[src/rtl/seg_scan_ctrl.sv]
// Four-digit multiplexed 7-segment scanner: per-slot blanking gap, leading-zero
// suppression, per-digit blink and decimal points. All outputs are registered.
module seg_scan_ctrl #(
   parameter int SCAN_DIV     = 50000,
   parameter int BLANK_CYC    = 8,
   parameter int BLINK_FRAMES = 128
) (
   input  logic        clock,
   input  logic        rst,
   input  logic        en,
   input  logic [15:0] digits,
   input  logic [3:0]  dp_in,
   input  logic [3:0]  blink_mask,
   input  logic        lz_suppress,
   output logic [3:0]  AN,
   output logic [6:0]  SEG,
   output logic        DP,
   output logic        frame_tick
);

   localparam int CW = $clog2(SCAN_DIV);
   localparam int FW = (BLINK_FRAMES > 1) ? $clog2(BLINK_FRAMES) : 1;
   localparam logic [CW-1:0] CNT_MAX   = CW'(SCAN_DIV - 1);
   localparam logic [CW-1:0] BLANK_END = CW'(BLANK_CYC);
   localparam logic [FW-1:0] FRAME_MAX = FW'(BLINK_FRAMES - 1);

   typedef enum logic [1:0] {IDLE, BLANK, DRIVE} state_t;

   state_t        state_reg, state_next;
   logic [CW-1:0] cnt_reg, cnt_next;
   logic [1:0]    slot_reg, slot_next;
   logic [FW-1:0] frame_reg, frame_next;
   logic          blink_reg, blink_next;
   logic          frame_end;

   logic [3:0]    nib_reg, nib_next;
   logic          dp_lat_reg, dp_lat_next;
   logic          blank_reg, blank_next;

   logic [3:0]    an_next;
   logic [6:0]    seg_next;
   logic          dp_next;

   logic [3:0]    nib [4];
   logic [3:0]    lz_blank;

   // Digit i is a leading zero when it and every digit to its left are zero.
   genvar gi;
   generate
      for (gi = 0; gi < 4; gi++) begin : g_digit
         assign nib[gi] = digits[4*gi +: 4];
         if (gi == 0) begin : g_lsd
            assign lz_blank[gi] = 1'b0;
         end else begin : g_upper
            assign lz_blank[gi] = lz_suppress & ~(|digits[15:4*gi]);
         end
      end
   endgenerate

   function automatic logic [6:0] hex_seg(input logic [3:0] n);
      case (n)
         4'h0: hex_seg = 7'b1000000;
         4'h1: hex_seg = 7'b1111001;
         4'h2: hex_seg = 7'b0100100;
         4'h3: hex_seg = 7'b0110000;
         4'h4: hex_seg = 7'b0011001;
         4'h5: hex_seg = 7'b0010010;
         4'h6: hex_seg = 7'b0000010;
         4'h7: hex_seg = 7'b1111000;
         4'h8: hex_seg = 7'b0000000;
         4'h9: hex_seg = 7'b0010000;
         4'hA: hex_seg = 7'b0001000;
         4'hB: hex_seg = 7'b0000011;
         4'hC: hex_seg = 7'b1000110;
         4'hD: hex_seg = 7'b0100001;
         4'hE: hex_seg = 7'b0000110;
         default: hex_seg = 7'b0001110;
      endcase
   endfunction

   // Scan position and FSM: the state tracks which part of the slot cnt is in.
   always_comb begin
      state_next = state_reg;
      cnt_next   = cnt_reg;
      slot_next  = slot_reg;
      frame_end  = 1'b0;
      if (!en) begin
         state_next = IDLE;
         cnt_next   = '0;
         slot_next  = '0;
      end else if (state_reg == IDLE) begin
         state_next = BLANK;
         cnt_next   = '0;
         slot_next  = '0;
      end else begin
         if (cnt_reg == CNT_MAX) begin
            cnt_next  = '0;
            slot_next = slot_reg + 2'd1;
            frame_end = (slot_reg == 2'd3);
         end else begin
            cnt_next = cnt_reg + 1'b1;
         end
         state_next = (cnt_next < BLANK_END) ? BLANK : DRIVE;
      end
   end

   always_comb begin
      frame_next = frame_reg;
      blink_next = blink_reg;
      if (frame_end) begin
         if (frame_reg == FRAME_MAX) begin
            frame_next = '0;
            blink_next = ~blink_reg;
         end else begin
            frame_next = frame_reg + 1'b1;
         end
      end
   end

   // Slot contents are captured once at cnt==0 so mid-slot input changes wait.
   always_comb begin
      nib_next    = nib_reg;
      dp_lat_next = dp_lat_reg;
      blank_next  = blank_reg;
      if (state_reg != IDLE && cnt_reg == '0) begin
         nib_next    = nib[slot_reg];
         dp_lat_next = dp_in[slot_reg];
         blank_next  = lz_blank[slot_reg] | (blink_mask[slot_reg] & blink_reg);
      end
   end

   always_comb begin
      an_next  = 4'hF;
      seg_next = 7'h7F;
      dp_next  = 1'b1;
      if (state_reg == DRIVE && !blank_reg) begin
         an_next  = ~(4'b0001 << slot_reg);
         seg_next = hex_seg(nib_reg);
         dp_next  = ~dp_lat_reg;
      end
   end

   always_ff @(posedge clock or posedge rst) begin
      if (rst) begin
         state_reg  <= IDLE;
         cnt_reg    <= '0;
         slot_reg   <= '0;
         frame_reg  <= '0;
         blink_reg  <= 1'b0;
         nib_reg    <= '0;
         dp_lat_reg <= 1'b0;
         blank_reg  <= 1'b1;
         AN         <= 4'hF;
         SEG        <= 7'h7F;
         DP         <= 1'b1;
         frame_tick <= 1'b0;
      end else begin
         state_reg  <= state_next;
         cnt_reg    <= cnt_next;
         slot_reg   <= slot_next;
         frame_reg  <= frame_next;
         blink_reg  <= blink_next;
         nib_reg    <= nib_next;
         dp_lat_reg <= dp_lat_next;
         blank_reg  <= blank_next;
         AN         <= an_next;
         SEG        <= seg_next;
         DP         <= dp_next;
         frame_tick <= frame_end;
      end
   end

endmodule

[config.mk]
export PLATFORM = sky130hd
export DESIGN_NAME = seg_scan_ctrl
export DESIGN_NICKNAME = d
export VERILOG_FILES = /design/src/rtl/seg_scan_ctrl.sv
export SDC_FILE = /design/constraint.sdc
export NUM_CORES = 1
export LEC_CHECK = 0
export ABC_CLOCK_PERIOD_IN_PS = 2300
export CAP_MARGIN = 20
export CORE_ASPECT_RATIO = 0.9
export CORE_UTILIZATION = 45
export CTS_BUF_LIST = sky130_fd_sc_hd__clkbuf_16
export DETAILED_ROUTE_END_ITERATION = 10
export PLACE_DENSITY = 0.78
export SLEW_MARGIN = 20
export SYNTH_ARGS = -nofsm -noshare
export SYNTH_HDL_FRONTEND = slang
export SYNTH_SLANG_ARGS = --single-unit
[constraint.sdc]
create_clock -name clock -period 2.3 [get_ports clock]
set_clock_uncertainty 0.1 [all_clocks]
set_input_delay 0.46 -clock clock [delete_from_list [all_inputs] [get_ports clock]]
set_output_delay 0.46 -clock clock [all_outputs]
set_load 0.02 [all_outputs]
Word level (Yosys, flattened, before mapping)
Memory sizes are Yosys's and may differ from the RTL's. Index checks and enable logic that the tools add are counted.

Register bits after elaboration: 47. Memory bits (read-only): 112. Memories: 1.

Memory list: (name not given) (depth 16, width 7, read ports 1, clocked after Yosys merged registers in 0, write ports 0, RTL line 61) `case (n)`.

$add $sub $neg: 3. Order comparisons: 3. Equality and inequality tests: 5. Shifts and indexed selects: 1. Mux-type cells: 27. Bitwise operators: 12. Reduce and logical (&&, ||, !) cells: 10.

Operator list (count): $mux W16 (5); $add A16 B1 Y16 const B (1); $eq A16 B16 Y1 const B (1); $logic_not A16 Y1 (1); $lt A16 B4 Y1 const B (1); $mux W7 (2); $mux W2 (6); $mux W4 (3); $reduce_or A12 Y1 (1); $bmux W4 S2 (1); $reduce_or A8 Y1 (1); $add A7 B1 Y7 const B (1); $eq A7 B7 Y1 const B (1); $mux W1 (7); $bmux W1 S2 (3); $not A1 Y1 (5); $and A1 B1 Y1 (4); $eq A2 B2 Y1 const B (2); $not A4 Y4 (1); $reduce_or A4 Y1 (1); $shl A1 B2 Y4 const A (1); $ge A3 B3 Y1 const B (1); $lt A2 B3 Y1 const B (1); $ne A3 B1 Y1 const B (1); 8 further kinds (9).

Depth between registers and ports, before layout
Depth in word-level cells: 8. Gate-level depth with buffers: 7.

Worst setup path after synthesis
Ideal clock, no wire load.

Path kind: register to register. From: reg cnt_reg[0]. To: reg frame_reg[3]. Library setup time: 125 ps. Arrival: 1813 ps. Data required time: 2075 ps. Setup slack: 262 ps. Cell stages (with the launch flop): 8. Path buffers: 1. Clock period less this slack: 2038 ps. Cell sequence: dfrtp_1 > ha_1 > and3_4 > nand3_4 > or4_4 > buf_6 > o21ai_2 > o31ai_2.

Longest elaborated chain between the ends: 4.

Ends and longest elaborated chain: from (decl) (RTL line 30) `logic [CW-1:0] cnt_reg, cnt_next;`; from (signal assigned) (RTL line 159) `cnt_reg <= cnt_next;`; $eq A16 B16 Y1 (RTL line 96) `if (cnt_reg == CNT_MAX) begin`; $mux W1 (RTL line 96); $mux W1 (RTL line 91) `end else if (state_reg == IDLE) begin`; $mux W1 (RTL line 87) `if (!en) begin`; to (signal assigned) (RTL line 161) `frame_reg <= frame_next;`; to (decl) (RTL line 32) `logic [FW-1:0] frame_reg, frame_next;`.

Every way passes these cells. A chain may end at the register's enable or synchronous reset.

Worst setup path after layout
Ends and elaborated chain as after synthesis.

==> impl_metrics.yaml <==
floorplan:
  die_y_um: 76.1
  die_w_um: 84.3
  ios: 41
  rows: 26
  die-area_um2: 6410
  core_area_um2: 5790
  start_util_pct: 47.4
yosys:
  synthCells: 260
  synth_edf_count: 0
  ys_types: 53
  synth_warnings: 0
  ys_ff_latch: 47
  avgSynthCellArea_um2: 10.6
  synth_ff_type: "dfrtp_1"
  syn_nets: 301
  synthArstFlopShare_pct: 100
  yosysSeqAreaShare_pct: 43.5
  netlist_area_um2: 2740
power:
  p_int_mw: 1.36
  cellLeakagePower_nw: 1.38
  comb_power_share_pct: 12.1
  powerDensity_nw_per_um2: 528
  sw_frac_of_total_pct: 24.3
  ir_drop_mv: 0.283
  p_seq_share_pct: 49.1
  switchingPower_mw: 0.439
  pwr-share-clk_pct: 38.7
  fin_total_pwr_mw: 1.80
detailed_routing:
  drc: 0
  via_per_inst: 5.49
  vias: 2076
  routed_wl_mm: 5.41
  drt_pass1_iterations: 4
  drt_iter0_drc: 172
  wl_per_cell_um: 14.3
  ant_nets: 0
timing:
  hold_viol: 0
  drv_slew: 0
  period_share_pct: 93.4
  max_slew.worst_pin.slew_ns: 0.565
  max-slew-margin-rel_pct: 62.1
  setup_tns_ns: 0
  max_freq_mhz: 466
  setup_violations: 0
  grt_setup_unrepaired: "no"
  finalCriticalPeriod_ns: 2.15
  setup_ws_ns: 0.152
finish:
  drive_above_1_share_pct: 20.1
  largest_reg_flops: 16
  final_core_util_pct: 59.0
  syn_to_final_growth_pct: 24.5
  nets: 348
  antennaDiodeCount: 0
  fillerInstances: 478
  post-route-cell-area_um2: 3420
min_path:
  holdPathStages: 1
  hold_path_class: "reg2reg"
global_routing:
  grt_pass1_vias: 2020
  grt_pass1_wl_mm: 9.58
  overflow: 0
  grt_max_degree: 48
  grt.total_usage_pct: 18.6
  antenna_found_initial: 0
place:
  place_congestion: 0.838
  dp_hpwl_mm: 3.93
  pre_cts_slack_ns: 0.135
  port_buffers: 40
  placed_cell_area_um2: 3260
worst_setup_path:
  setup.worst_path.start_class: "register"
  rr_worst_depth: 6
  arrival_ns: 2.21
  criticalPathCategory: "reg2reg"
  worstPathRequired_ns: 2.37
  cp_max_fo: 8
  crit_path_end_kind: "register"
clocking:
  path_clk_slew_ns: 0.07
  clockRootBuffer: "clkbuf_16"
  clockBufferDepth: 2
  clock_sinks: 47
  cts_tree: "yes"
  hold_buffers: 0
  cts_made_buffers: 5
  htreeDepth: 2
  clk_latency_ns: 0.29
run:
  drv_cap: 0
status:
  status: "complete, no violations"
-- final timing paths --
check,startpoint,to,slack [ns]
worst min-delay path,dp_lat_reg$_DFFE_PP0P_,DP$_DFF_PP1_,0.30
min in group asynchronous,rst,cnt_reg[4]$_DFF_PP0_,0.41
worst min register to register,dp_lat_reg$_DFFE_PP0P_,DP$_DFF_PP1_,0.30
worst max register to register,cnt_reg[0]$_DFF_PP0_,frame_reg[3]$_DFFE_PP0P_,0.15
worst max-delay path,cnt_reg[0]$_DFF_PP0_,frame_reg[3]$_DFFE_PP0P_,0.15
max in group asynchronous,rst,blank_reg$_DFFE_PP1P_,1.39
-- critical path: stages (launching register included) --
cell	delay (ns)
dfrtp_1	0.42
ha_2	0.26
and3_4	0.22
nand3_4	0.13
or4_4	0.66
o21ai_2	0.16
o31ai_2	0.07
-- layout make-up --
class	instances	area, µm²	share of cell area (%)
well taps	70	87.6	2.56
clock inverters	3	16.3	0.476
multi-input cells	189	1450	42.5
flip-flops and latches	47	1190	34.9
clock buffers	5	125	3.66
repair buffers	51	495	14.5
inverters	13	48.8	1.43
-- synth_stat cells, drive strengths merged (3+ instances only) --
cell type,count,area share (%)
a21oi,3,0.55
nand3,10,2.3
a21boi,3,0.82
o211ai,5,1.4
inv,13,1.8
o21ai,12,2.3
nor4,10,3.5
ha,13,5.9
o21a,3,0.82
nor2,26,4.1
buf,6,1.8
nand2,29,4.0
clkbuf,5,0.73
nand4,4,0.91
mux2i,4,1.5
or2,3,0.68
nor3,8,1.8
dfstp,13,12
dfrtp,34,31
and3,5,1.3
xor2,6,2.2
mux4,7,5.7
xnor2,13,4.1
-- placed cells by master, fill, tap and decap left out, types with 2 or more instances in the layout --
cell type	count
o21a_1	3
o311ai_0	2
mux2_2	2
nor2_4	2
nand3_1	9
nand4_1	4
xnor2_1	13
a32oi_1	2
dfstp_2	13
mux2i_1	4
mux4_2	7
and2_1	2
ha_1	12
dfrtp_1	34
clkbuf_16	5
nor3_1	6
nor4_2	4
nor4_1	5
o21ai_1	4
o21ai_0	7
a21o_1	2
a31oi_1	2
and3_1	4
buf_4	10
or2_2	2
inv_1	13
a21oi_1	3
a21boi_0	2
nor2_1	24
nor3_2	2
o211ai_1	5
nand2_1	29
clkdlybuf4s50_1	40
or4_4	2
nand2b_1	2
xor2_1	5
-- cells by family after synthesis --
group / count (synthesis) / share of synthesized area, %
buf+inv: 24 / 4.29
fa+ha+maj: 13 / 5.93
simple gates: 105 / 21.8
xor+xnor: 19 / 6.34
flops: 47 / 43.5
compound gates: 39 / 10.1
mux: 13 / 8.03
-- repair_timing --
action	in CTS	in global routing
endpoints found under the setup margin	0	3
gates resized for setup	0	3
setup buffers	0	0
-- metal layers --
layer / routed length, µm / vias up / GRT usage [%]
met5: 0 / - / 0
met4: 75 / 0 / 6.90
met3: 205 / 6 / 2.38
met2: 2520 / 59 / 28.7
met1: 2610 / 997 / 27.0
li1: - / 1014 / -
-- per-stage QoR --
step,cells,hold slack (ns)
6_report,378,0.300
5_1_grt,378,0.330
4_1_cts,378,0.303
3_5_place_dp,370,0.294
3_3_place_gp,370,0.285
2_1_floorplan,260,0.268
-- power by group through the flow --
stage	logic (mW)	registers (mW)	clock network, mW
5_1_grt	0.246	0.891	0.747
3_5_place_dp	0.221	0.900	0
3_3_place_gp	0.215	0.898	0
4_1_cts	0.222	0.886	0.713
6_report	0.219	0.886	0.698
2_1_floorplan	0.139	0.886	0
(Power assumes the default switching activity.)
